==> config.mk <==
export PLATFORM = sky130hd
export DESIGN_NAME = msg_tx_sequencer
export DESIGN_NICKNAME = d
export VERILOG_FILES = /design/src/rtl/msg_tx_sequencer.sv
export SDC_FILE = /design/constraint.sdc
export NUM_CORES = 1
export LEC_CHECK = 0
export ABC_AREA = 1
export BUFFER_PORTS_ARGS = -buffer_cell sky130_fd_sc_hd__buf_2
export CAP_MARGIN = 25
export CELL_PAD_IN_SITES_DETAIL_PLACEMENT = 0
export CELL_PAD_IN_SITES_GLOBAL_PLACEMENT = 1
export CORE_MARGIN = 10
export CORE_UTILIZATION = 45
export DETAILED_ROUTE_END_ITERATION = 10
export PLACE_DENSITY = 0.89
export SLEW_MARGIN = 20
export SYNTH_ARGS = -nofsm -noshare
export SYNTH_HDL_FRONTEND = slang
export SYNTH_SLANG_ARGS = --single-unit
export TNS_END_PERCENT = 1
==> constraint.sdc <==
create_clock -name i_clock -period 2.45 [get_ports i_clock]
set_clock_uncertainty 0.05 [all_clocks]
set_input_delay 0.3675 -clock i_clock [delete_from_list [all_inputs] [get_ports i_clock]]
set_output_delay 0.3675 -clock i_clock [all_outputs]
set_load 0.05 [all_outputs]
==> src/rtl/msg_tx_sequencer.sv <==
// Streams a NUL-terminated ROM message into a valid/ready TX sink; MSG_CRLF_EN appends CR LF after NUL.
// Latency: trigger sampled at edge t, FETCH (o_busy, o_rom_next) from edge t+1; 3 cycles minimum per byte.
// Backpressure: each byte is held stable in o_tx_data until i_tx_ready; ROM waits are unbounded.
module msg_tx_sequencer #(
    parameter int PERIOD  = 12000000,
    parameter int MAX_LEN = 100
) (
    input  logic        i_clock,
    input  logic        i_reset_n,
    input  logic        i_start,
    input  logic        i_auto,
    output logic        o_rom_next,
    input  logic        i_rom_act,
    input  logic [7:0]  i_rom_data,
    output logic        o_tx_valid,
    output logic [7:0]  o_tx_data,
    input  logic        i_tx_ready,
    output logic        o_busy,
    output logic        o_done,
    output logic        o_overrun,
    output logic [15:0] o_msg_count
);

    localparam int CW = $clog2(MAX_LEN + 1);
    localparam int TW = (PERIOD > 1) ? $clog2(PERIOD) : 1;
    localparam logic [CW-1:0] LEN_MAX = CW'(MAX_LEN);
    localparam logic [TW-1:0] T_LAST  = TW'(PERIOD - 1);

    typedef enum logic [2:0] {
        S_IDLE, S_FETCH, S_WAIT_ROM, S_SEND, S_EOL_CR, S_EOL_LF, S_DONE
    } state_t;

    state_t          state, state_nxt;
    logic            pending;
    logic [TW-1:0]   timer;
    logic [CW-1:0]   byte_cnt;
    logic [7:0]      tx_data;
    logic            tx_valid;
    logic            overrun;
    logic [15:0]     msg_count;
    logic            trig;
    logic            hs;
    logic            timer_wrap;

    assign timer_wrap = (timer == T_LAST);
    assign trig       = i_start | (i_auto & timer_wrap);
    assign hs         = tx_valid & i_tx_ready;

    always_comb begin
        state_nxt = state;
        case (state)
            S_IDLE:     if (pending) state_nxt = S_FETCH;
            S_FETCH:    state_nxt = S_WAIT_ROM;
            S_WAIT_ROM: begin
                if (i_rom_act) begin
                    if (i_rom_data == 8'h00) begin
`ifdef MSG_CRLF_EN
                        state_nxt = S_EOL_CR;
`else
                        state_nxt = S_DONE;
`endif
                    end else begin
                        state_nxt = S_SEND;
                    end
                end
            end
            S_SEND:     if (hs) state_nxt = (byte_cnt == LEN_MAX) ? S_DONE : S_FETCH;
`ifdef MSG_CRLF_EN
            S_EOL_CR:   if (hs) state_nxt = S_EOL_LF;
            S_EOL_LF:   if (hs) state_nxt = S_DONE;
`endif
            S_DONE:     state_nxt = S_IDLE;
            default:    state_nxt = S_IDLE;
        endcase
    end

    always_ff @(posedge i_clock or negedge i_reset_n) begin
        if (!i_reset_n) state <= S_IDLE;
        else            state <= state_nxt;
    end

    always_ff @(posedge i_clock or negedge i_reset_n) begin
        if (!i_reset_n) begin
            pending   <= 1'b0;
            timer     <= '0;
            byte_cnt  <= '0;
            tx_data   <= 8'h00;
            tx_valid  <= 1'b0;
            overrun   <= 1'b0;
            msg_count <= 16'd0;
        end else begin
            timer <= timer_wrap ? '0 : timer + 1'b1;
            // A trigger landing in the cycle we leave IDLE queues the next message
            if (state == S_IDLE && pending) pending <= trig;
            else                            pending <= pending | trig;

            case (state)
                S_IDLE: if (pending) byte_cnt <= '0;
                S_WAIT_ROM: begin
                    if (i_rom_act) begin
                        if (i_rom_data != 8'h00) begin
                            tx_data  <= i_rom_data;
                            tx_valid <= 1'b1;
                            byte_cnt <= byte_cnt + 1'b1;
                        end
`ifdef MSG_CRLF_EN
                        else begin
                            tx_data  <= 8'h0D;
                            tx_valid <= 1'b1;
                        end
`endif
                    end
                end
                S_SEND: begin
                    if (hs) begin
                        tx_valid <= 1'b0;
                        if (byte_cnt == LEN_MAX) overrun <= 1'b1;
                    end
                end
`ifdef MSG_CRLF_EN
                S_EOL_CR: if (hs) tx_data <= 8'h0A;
                S_EOL_LF: if (hs) tx_valid <= 1'b0;
`endif
                S_DONE: msg_count <= msg_count + 16'd1;
                default: ;
            endcase
        end
    end

    assign o_rom_next  = (state == S_FETCH);
    assign o_busy      = (state != S_IDLE);
    assign o_done      = (state == S_DONE);
    assign o_tx_valid  = tx_valid;
    assign o_tx_data   = tx_data;
    assign o_overrun   = overrun;
    assign o_msg_count = msg_count;

endmodule

Word-level counts from Yosys, hierarchy flattened
Cells that the tools add are included.
{ "op_classes": {"mux": 16, "n_eq_ne": 10, "n_addsub": 3, "n_reduce_logical": 12, "n_bitwise": 4} }
{ "op_table": {"columns": ["op", "n"], "rows": [
  ["$add A24 B1 Y24 const B", 1],
  ["$eq A24 B24 Y1 const B", 1],
  ["$mux W24", 1],
  ["$mux W7", 3],
  ["$add A16 B1 Y16 const B", 1],
  ["$mux W3", 5],
  ["$pmux W7 S2", 1],
  ["$pmux W3 S4", 1],
  ["$reduce_and A3 Y1", 3],
  ["$logic_not A8 Y1", 1],
  ["$ne A2 B2 Y1 const B", 4],
  ["$reduce_and A4 Y1", 2],
  ["$reduce_bool A8 Y1", 1],
  ["$add A7 B1 Y7 const B", 1],
  ["$eq A7 B7 Y1 const B", 1],
  ["$eq A3 B2 Y1 const B", 2],
  ["$mux W1", 4],
  ["$reduce_bool A2 Y1", 2],
  ["$eq A3 B1 Y1 const B", 1],
  ["$eq A3 B3 Y1 const B", 1],
  ["$logic_not A3 Y1", 1],
  ["$reduce_bool A3 Y1", 1],
  ["$and A1 B1 Y1", 2],
  ["$or A1 B1 Y1", 2],
  ["2 further kinds", 2]
]} }
{ "totals": {"wordCells": 53, "inputBits": 14, "reg_bits": 61, "output_inout_bits": 29} }

Logic depth before layout (Yosys ltp)
Gate-level depths: netlist of run 1.
{ "logic_depth": {"ltp_word": 5, "depth_mapped": 9} }

Worst setup path before layout of run 1
Ideal clock, no wire load.
{ "synth_path": {"path_kind": "register -> register", "startpoint": "reg msg_count[0], in the netlist o_msg_count[0]", "endpoint": "reg msg_count[8], in the netlist o_msg_count[8]", "path_slack_ns": 0.769, "stages_incl_launch_ff": 7, "period_less_slack_ns": 1.681, "setup_time_ns": 0.123, "path_buffers": 0, "arrival_time_ns": 1.509, "t_required_ns": 2.277, "path_cell_list": "dfrtp_1 -> ha_1 -> inv_1 -> nor2_2 -> nand4_1 -> o21ai_1 -> nand2_1"} }
{ "synth_via": {"elab_chain_cells": 1} }
{ "synth_lines": {"columns": ["element", "line", "text"], "rows": [
  ["from (decl)", "40", "logic [15:0] msg_count;"],
  ["from (signal assigned)", "124", "S_DONE: msg_count <= msg_count + 16'd1;"],
  ["$add A16 B1 Y16", "124", null]
]} }
No other way between the ends.
A chain may end at the register's enable or synchronous reset.

Worst setup path after layout of run 1
{ "layout_path": {"startpoint": "reg state[0]", "endpoint": "out o_done"} }
{ "layout_via": {"elab_chain_cells": 1} }
{ "layout_lines": {"columns": ["element", "line", "text"], "rows": [
  ["from (decl)", "33", "state_t state, state_nxt;"],
  ["from (signal assigned)", "79", "else state <= state_nxt;"],
  ["$eq A3 B3 Y1", "132", "assign o_done = (state == S_DONE);"],
  ["to (decl)", "19", "output logic o_done,"]
]} }
No other way between the ends.

==> results of run 1 <==
-- flip-flops by register name, summed over array words and instances, names as in the netlist --
name and flops:
o_tx_data 8, pending 1, byte_cnt 7, o_msg_count 16, timer 24, state 3
o_tx_valid 1, o_overrun 1
-- cells by family (layout without fill, tap and decap cells) --
kind of cell | Yosys count | in the layout | share of synthesized area, %
AO/OA/AOI/OAI | 23 | 23 | 3.64
flip-flops | 61 | 61 | 44.0
adder cells (fa/ha/maj) | 4 | 4 | 1.44
AND/OR/NAND/NOR | 299 | 299 | 37.6
buffers and inverters | 67 | 125 | 7.28
XOR/XNOR | 24 | 24 | 6.06
-- through the flow --
step	cells	instance area [um2]	hold slack [ns]	setup slack [ns]
floorplan	478	3470	0.0219	0.769
global placement	619	3820	0.405	0.855
detailed placement	619	3820	0.413	0.774
CTS	635	4030	0.0522	0.500
global route	635	4030	0.0864	0.391
finish	635	4030	0.0284	0.515
-- power by group through the flow --
stage          clock network, W  registers, W  logic (W)
6_report               0.000952       0.00118   0.000920
5_1_grt                 0.00102       0.00120    0.00102
4_1_cts                0.000976       0.00118   0.000937
3_5_place_dp                  0       0.00120   0.000937
3_3_place_gp                  0       0.00120   0.000927
2_1_floorplan                 0       0.00144   0.000457
-- cell usage after synthesis, drive strengths merged --
cell	number	share of area, %
a21oi	3	0.43
and3	1	0.18
buf	1	0.14
dfrtp	61	44
ha	4	1.4
inv	66	7.1
nand2	157	17
nand3	37	6.6
nand4	11	2.0
nor2	86	10
nor3	5	0.72
o21ai	17	2.6
o21bai	3	0.65
or2	2	0.36
xnor2	8	2.0
xor2	16	4.0
-- area by class of cell --
cell class / count / area share [%]
inverters: 66 / 6.15
clock buffers: 11 / 3.26
repair buffers: 43 / 5.72
multi-input cells: 350 / 42.0
clock inverters: 5 / 1.87
well taps: 99 / 3.08
flip-flops and latches: 61 / 37.9
-- worst min path at each step --
stage                   start     endpoint  slack (ns)  cells past startpoint
floorplan           i_reset_n  byte_cnt[0]        0.02                      0
global placement    i_reset_n  byte_cnt[2]        0.41                      1
detailed placement  o_overrun    o_overrun        0.41                      1
CTS                 i_reset_n  byte_cnt[2]        0.05                      1
global route        i_reset_n  byte_cnt[2]        0.09                      1
finish              i_reset_n  byte_cnt[2]        0.03                      1
-- critical path, cell delays in order, from the launching register on --
cell,delay (ns)
dfrtp_1,0.43
inv_2,0.13
nand3_4,0.12
inv_1,0.20
buf_2,0.31
-- routing by layer --
| layer | vias to the layer above | part of all wire, % | track usage, % |
|---|---|---|---|
| li1 | 1581 | - | - |
| met1 | 1356 | 46 | 18.1 |
| met2 | 53 | 46 | 23.2 |
| met3 | 14 | 5.1 | 3.05 |
| met4 | 0 | 2.2 | 6.49 |
| met5 | - | 0 | 0 |
==> run_results.csv, run 1 <==
group,metric,value,unit
routing,drtIter0Drc,108,
sta,min_period,1.94,ns
job,max-cap-violations,0,
cells_and_area,final_common_cell,"nand2_1",
cells_and_area,ff_latch_area,1530,um2
cells_and_area,drive_above_1_share,14.7,%
sta,hold_violations,0,
yosys,yosysSeqAreaShare,44.0,%
floorplan,start_util,47.1,%
pwr,ir_drop,0.000400,V
cells_and_area,nFillCells,745,
setup_path,rr_worst_depth,8,
clock_network,cts_buffer_depth,2,
pwr,switching_share,37.8,%
setup_path,cp.required,2.03,ns
pwr,pwr-share-comb,30.1,%
setup_path,r2r_start,"timer[0]",
setup_path,startpoint_type,"register",
routing,first_pass_iters,6,
routing,wl_per_cell,12.6,um
routing,drc,0,
yosys,synthDistinctLibCells,26,
clock_network,clockRootBuffer,"clkbuf_8",
setup_path,reg2reg_setup_slack,0.75,ns
worst_hold_path,holdCritPathClass,"in2async",
sta,fmax,517,MHz
pwr,internal_power,0.00190,W
sta,period_share,79.0,%
sta,slew_headroom,52.1,%
yosys,ys_warn_count,0,
pwr,p_per_area,759,nW/um2
placement,gp_congestion,0.879,
yosys,synth_seq_cells,61,
cells_and_area,nets,549,
placement,hpwlAfterDp,6250,um
pwr,fin_total_pwr,0.00306,W
clock_network,path_clk_slew,0.07,ns
global_route,grt_remaining_overflow,0,
placement,port_buffers,42,
clock_network,hold_buffers,0,
yosys,syn_avg_cell_area,7.26,um2
setup_path,crit_type,"reg2out",
pwr,leakage,2.10,nW
setup_path,worstSetupEndpoint,"o_done",
yosys,netlist_area,3470,um2
floorplan,core_area,7370,um2
global_route,antenna_found_initial,0,
routing,detail-route-antenna-nets,0,
pwr,p_clk_share,31.2,%
clock_network,cts_buffers,9,
setup_path,cp_max_fo,7,
routing,drt-total-wl,7980,um
cells_and_area,multiInputGateArea,1690,um2
sta,grt_setup_unrepaired,"no",
pwr,p_switching,0.00115,W
global_route,grt_pass1_wl,13700,um
cells_and_area,final_cell_mix,"nand2_1 (152), nor2_1 (80), inv_1 (62), dfrtp_1 (61), buf_2 (42)",
sta,max_slew.worst_pin.slew,0.718,ns
floorplan,die_x,108,um
cells_and_area,diodes,0,
routing,via_count,3004,
cells_and_area,syn2layout_area_growth,16.0,%
cells_and_area,fin_util,54.6,%
global_route,grt_pass1_vias,2939,
clock_network,htreeDepth,3,
setup_path,startpoint,"state[0]",
floorplan,rows,31,
setup_path,critPathArrivalTime,1.52,ns
run_status,status,"finished clean",
clock_network,cts_tree,"built",
global_route,grt_use_total,14.4,%
clock_network,insertion_delay,0.34,ns
sta,drv_slew,0,
yosys,postSynthCellCount,478,
clock_network,cts_setup_buffers,0,
yosys,syn_nets,496,
global_route,grt_max_degree,32,
setup_path,rr_endpoint,"timer[16]",
routing,via_per_inst,4.73,
clock_network,post_cts_resized,0,
floorplan,dieArea,11600,um2
setup_path,end_kind,"output port",
sta,finalSetupTns,0,ns
floorplan,pin_count,43,
floorplan,die_h,108,um
sta,finalSetupViolCount,0,
clock_network,clock_sinks,61,
pwr,pwr-share-seq,38.7,%
(Power assumes the default switching activity.)
==> run 2, diff against run 1 <==
--- a/config.mk
+++ b/config.mk
@@ -11,9 +11,9 @@
 export CELL_PAD_IN_SITES_DETAIL_PLACEMENT = 0
 export CELL_PAD_IN_SITES_GLOBAL_PLACEMENT = 1
 export CORE_MARGIN = 10
-export CORE_UTILIZATION = 45
+export CORE_UTILIZATION = 42
 export DETAILED_ROUTE_END_ITERATION = 10
-export PLACE_DENSITY = 0.89
+export PLACE_DENSITY = 0.84
 export SLEW_MARGIN = 20
 export SYNTH_ARGS = -nofsm -noshare
 export SYNTH_HDL_FRONTEND = slang
==> constraint.sdc (replaced) <==
create_clock -name i_clock -period 1.8 [get_ports i_clock]
set_clock_uncertainty 0.05 [all_clocks]
set_input_delay 0.27 -clock i_clock [delete_from_list [all_inputs] [get_ports i_clock]]
set_output_delay 0.27 -clock i_clock [all_outputs]
set_load 0.05 [all_outputs]
==> run 2 against run 1 <==
  * Via count grew 1.6%
  * Clock power increased by 65%
  * Routed wire length is 0.43% higher
  * Critical path depth did not move
  * Count of clock-buffer cells in the layout up 2
  * Highest routed layer unchanged
  * Register-to-register slack got worse by 0.58 ns
  * Power up 45%
  * Setup slack got worse by 0.42 ns
  * Non-clock buffer count increased by 2
  * Critical path type unchanged
==> run_results.csv, run 2 (same netlist as run 1, synthesis figures left out) <==
group,metric,value,unit
global_route,grt_use_total,13.4,%
setup_path,critPathArrivalTime,1.38,ns
clock_network,cts_setup_buffers,0,
setup_path,cp_max_fo,7,
run_status,status,"finished clean",
cells_and_area,diodes,0,
routing,wl_per_cell,12.5,um
pwr,ir_drop,0.000574,V
cells_and_area,final_common_cell,"nand2_1",
cells_and_area,instances_no_fill,643,
cells_and_area,syn2layout_area_growth,18.4,%
placement,port_buffers,42,
floorplan,start_util,42.7,%
job,max-cap-violations,0,
floorplan,pin_count,43,
setup_path,rr_endpoint,"timer[16]",
setup_path,r2r_start,"timer[0]",
sta,drv_slew,0,
routing,via_count,3051,
placement,gp_congestion,0.894,
cells_and_area,ff_latch_area,1530,um2
sta,min_period,1.70,ns
clock_network,cts_buffers,9,
setup_path,crit_type,"reg2out",
cells_and_area,final_cell_mix,"nand2_1 (152), nor2_1 (80), inv_1 (61), dfrtp_1 (61), buf_2 (41)",
setup_path,reg2reg_setup_slack,0.17,ns
sta,finalSetupTns,0,ns
clock_network,cts_tree,"built",
cells_and_area,nFillCells,802,
setup_path,cp.required,1.48,ns
routing,first_pass_iters,4,
floorplan,core_area,8130,um2
routing,drt-total-wl,8020,um
sta,period_share,94.6,%
floorplan,rows,33,
setup_path,startpoint,"state[0]",
global_route,grt_pass1_vias,2942,
clock_network,cts_buffer_depth,2,
cells_and_area,largest_reg_flops,24,
sta,hold_violations,0,
cells_and_area,nets,551,
global_route,grt_max_degree,62,
sta,max_slew.worst_pin.slew,0.375,ns
setup_path,end_kind,"output port",
setup_path,worstSetupEndpoint,"o_done",
pwr,p_per_area,1080,nW/um2
setup_path,startpoint_type,"register",
pwr,leakage,2.12,nW
clock_network,clock_sinks,61,
cells_and_area,top_register,"timer",
routing,drc,0,
global_route,grt_remaining_overflow,0,
worst_hold_path,holdCritPathClass,"in2reg",
sta,slew_headroom,74.8,%
global_route,grt_pass1_wl,13900,um
floorplan,die_x,111,um
placement,dp_cells,626,
floorplan,die_h,111,um
floorplan,dieArea,12300,um2
global_route,antenna_found_initial,0,
routing,via_per_inst,4.74,
setup_path,rr_worst_depth,8,
placement,hpwlAfterDp,6140,um
sta,grt_setup_unrepaired,"no",
sta,finalSetupViolCount,0,
sta,fmax,587,MHz
cells_and_area,multiInputGateArea,1690,um2
clock_network,htreeDepth,3,
routing,detail-route-antenna-nets,0,
cells_and_area,drive_above_1_share,15.4,%
clock_network,clockRootBuffer,"clkbuf_8",
routing,drtIter0Drc,120,
clock_network,insertion_delay,0.33,ns
clock_network,path_clk_slew,0.07,ns
==> run 2: what timing repair did <==
item | 4_1_cts | 5_1_grt
gates resized for setup | 2 | 1
setup endpoints to repair | 1 | 7
hold buffers | 1 | 0
hold endpoints to repair | 61 | 0
==> run 2: metal layers <==
layer  share of wire [%]  up-vias  track usage (%)
li1                    -     1597                -
met1                  47     1393             17.1
met2                  48       51             21.3
met3                 3.9       10             2.98
met4                 1.5        0             5.21
met5                   0        -                0
==> run 2: how the worst min path moves through the flow <==
stage	start	endpoint	slack [ns]	cells after the start
after floorplan	i_reset_n	byte_cnt[0]	-0.08	0
after global routing	i_start	pending	0.11	3
after global placement	i_reset_n	byte_cnt[5]	0.26	2
final	i_start	pending	0.11	3
after detailed placement	i_reset_n	byte_cnt[5]	0.26	2
after CTS	i_start	pending	0.10	3
==> run 2: area by class of cell <==
class	instances	area share (%)
Clock buffer	13	4.11
Clock inverter	3	2.19
Inverter	66	6.03
Multi-Input combinational cell	350	41.2
Sequential cell	61	37.2
Tap cell	105	3.20
Timing Repair Buffer	45	6.09
==> run 2: per-stage QoR <==
step           util [%]  hold WS (ns)  area (um2)  setup WS [ns]  power [W]
4_1_cts            50.5         0.101        4110         0.0677    0.00450
5_1_grt            50.5         0.113        4110        0.00883    0.00468
6_report           50.5         0.112        4110         0.0963    0.00444
2_1_floorplan         -       -0.0756        3470          0.119    0.00258
3_5_place_dp       47.1         0.259        3830          0.151    0.00291
3_3_place_gp       47.1         0.257        3830          0.202    0.00290
==> run 2: critical path: stages, from the launching register on <==
cell and delay [ns]:
dfrtp_1 0.43, inv_2 0.13, nand3_4 0.13, inv_2 0.15, buf_4 0.22
==> run 2: power by group <==
| part | internal, W | switching [W] | leakage (nW) |
|---|---|---|---|
| clock network | 0.00103 | 0.000533 | 0.130 |
| registers | 0.00151 | 0.000100 | 0.815 |
| logic | 0.000302 | 0.000957 | 1.18 |
| total | 0.00285 | 0.00159 | 2.12 |
==> run 3, diff against run 2 <==
--- a/config.mk
+++ b/config.mk
@@ -6,7 +6,7 @@
 export NUM_CORES = 1
 export LEC_CHECK = 0
 export ABC_AREA = 1
-export BUFFER_PORTS_ARGS = -buffer_cell sky130_fd_sc_hd__buf_2
+export BUFFER_PORTS_ARGS = -buffer_cell sky130_fd_sc_hd__buf_4
 export CAP_MARGIN = 25
 export CELL_PAD_IN_SITES_DETAIL_PLACEMENT = 0
 export CELL_PAD_IN_SITES_GLOBAL_PLACEMENT = 1
==> run 3 against run 2 <==
  * Via count is essentially flat
  * First-iteration DRC count shrank 10%
  * Largest cell class unchanged
  * Combinational power grew 6%
  * Count of clock-buffer cells in the layout is the same
  * Die area is the same
  * Sequential cell count is the same
==> run_results.csv, run 3 (same netlist as run 1, synthesis figures left out) <==
group,metric,value,unit
run_status,status,"finished clean",
setup_path,rr_endpoint,"timer[21]",
setup_path,crit_family,"buffers and inverters",
cells_and_area,multiInputGateArea,1690,um2
floorplan,start_util,42.7,%
clock_network,cts_buffer_depth,2,
sta,period_share,93.3,%
cells_and_area,ff_latch_area,1530,um2
pwr,leakage,2.12,nW
placement,gp_congestion,0.886,
cells_and_area,final_common_cell,"nand2_1",
cells_and_area,syn2layout_area_growth,20.1,%
routing,detail-route-antenna-nets,0,
floorplan,rows,33,
floorplan,dieArea,12300,um2
clock_network,insertion_delay,0.34,ns
sta,min_period,1.68,ns
sta,finalSetupViolCount,0,
routing,via_count,3050,
global_route,grt_pass1_wl,14400,um
sta,drv_slew,0,
cells_and_area,fin_util,51.2,%
setup_path,slowest_delay,0.43,ns
setup_path,rr_worst_depth,8,
global_route,grt_pass1_vias,3041,
pwr,p_per_area,1020,nW/um2
pwr,internal_power,0.00264,W
routing,first_pass_iters,4,
pwr,pwr-share-seq,38.0,%
sta,grt_setup_unrepaired,"no",
clock_network,cts_tree,"built",
clock_network,htreeDepth,3,
cells_and_area,drive_above_1_share,15.4,%
setup_path,cp_max_fo,7,
clock_network,cts_setup_buffers,0,
setup_path,startpoint_type,"register",
setup_path,cp.buffers_inverters,3,
routing,wl_per_cell,12.9,um
worst_hold_path,hp-start,"i_start",
clock_network,clock_sinks,61,
setup_path,crit_type,"reg2out",
floorplan,die_x,111,um
global_route,grt_use_total,13.9,%
clock_network,path_clk_slew,0.07,ns
sta,hold_violations,0,
pwr,pwr-share-comb,31.2,%
pwr,ir_drop,0.000523,V
cells_and_area,nets,551,
setup_path,reg2reg_setup_slack,0.18,ns
sta,max_slew.worst_pin.slew,0.417,ns
routing,drc,0,
cells_and_area,top_register,"timer",
worst_hold_path,holdCritPathClass,"in2reg",
floorplan,core_area,8130,um2
worst_hold_path,whs_path_depth,3,
setup_path,crit_path_top_delay_cell,"dfrtp_1",
pwr,switching_share,37.8,%
placement,placed_cell_area,3940,um2
pwr,p_clk_share,30.8,%
placement,hpwlAfterDp,6360,um
routing,drt-total-wl,8270,um
setup_path,path_cells,"inv_2, nand3_4, inv_2, buf_6",
setup_path,end_kind,"output port",
cells_and_area,largest_reg_flops,24,
sta,slew_headroom,72.2,%
setup_path,r2r_start,"timer[0]",
global_route,antenna_found_initial,0,
floorplan,pin_count,43,
clock_network,clockRootBuffer,"clkbuf_8",
global_route,grt_max_degree,32,
cells_and_area,nFillCells,813,
worst_hold_path,hold_end,"pending",
pwr,p_switching,0.00161,W
global_route,grt_remaining_overflow,0,
cells_and_area,stdcell_area,4170,um2
setup_path,critPathArrivalTime,1.36,ns
routing,via_per_inst,4.74,
cells_and_area,diodes,0,
cells_and_area,final_cell_mix,"nand2_1 (152), nor2_1 (80), inv_1 (61), dfrtp_1 (61), buf_4 (42)",
job,max-cap-violations,0,
placement,port_buffers,42,
sta,fmax,595,MHz
clock_network,cts_buffers,9,
floorplan,die_h,111,um
setup_path,cp_common_cell,"inv_2",
routing,drtIter0Drc,108,
pwr,fin_total_pwr,0.00425,W
sta,finalSetupTns,0,ns
setup_path,cp.required,1.48,ns
[run 3: cell types whose count changed in the layout (fill, tap and decap cells not counted)]
cell        before  now
clkinvlp_4       0    1
buf_2           41    0
clkinv_2         0    1
buf_6            0    1
buf_4            2   42
bufinv_16        3    1
[run 3: worst max path at each step]
stage | startpoint | end | slack [ns] | cells past startpoint
detailed placement | timer[0] | timer[16] | 0.14 | 8
finish | state[0] | o_done | 0.12 | 4
floorplan | o_msg_count[0] | o_msg_count[8] | 0.12 | 6
global route | timer[0] | timer[17] | 0.01 | 8
global placement | timer[0] | timer[23] | 0.20 | 8
CTS | state[0] | o_done | 0.05 | 4
[run 3: worst register-to-register path: cells and delay by family, from the launching register on]
kind,cells,cell delay (ns)
and+or+nand+nor,6,0.68
DFF,1,0.41
adders and majority gates,1,0.25
buffers and inverters,1,0.11
[run 3: area by class of cell]
type | count | share of cell area (%)
Tap cell | 105 | 3.15
Multi-Input combinational cell | 350 | 40.6
Clock inverter | 3 | 1.02
Inverter | 66 | 5.95
Clock buffer | 13 | 4.05
Sequential cell | 61 | 36.6
Timing Repair Buffer | 45 | 8.56
[run 3: power by group through the flow]
stage | registers [W] | logic (W) | clock network (W)
detailed placement | 0.00164 | 0.00134 | 0
global route | 0.00164 | 0.00147 | 0.00140
global placement | 0.00164 | 0.00134 | 0
floorplan | 0.00196 | 0.000621 | 0
finish | 0.00162 | 0.00133 | 0.00131
CTS | 0.00162 | 0.00135 | 0.00134
[run 3: through the flow]
stage / hold slack, ns / std cells / worst slack (ns)
floorplan: -0.0756 / 478 / 0.119
global placement: 0.188 / 626 / 0.202
detailed placement: 0.187 / 626 / 0.142
CTS: 0.0815 / 643 / 0.0537
global route: 0.129 / 643 / 0.0113
finish: 0.0927 / 643 / 0.121
[run 3: routing by layer]
layer | share of wire, % | global-route usage, % | vias up
li1 | - | - | 1583
met3 | 3.9 | 2.76 | 11
met1 | 47 | 17.7 | 1399
met2 | 48 | 22.3 | 57
met5 | 0 | 0 | -
met4 | 1.8 | 5.90 | 0
[run 3: repair_timing]
action                                 4_1_cts  5_1_grt
endpoints found under the hold margin       30        0
hold buffers                                 1        0
setup endpoints to repair                    1       10
gates resized for setup                      1        2
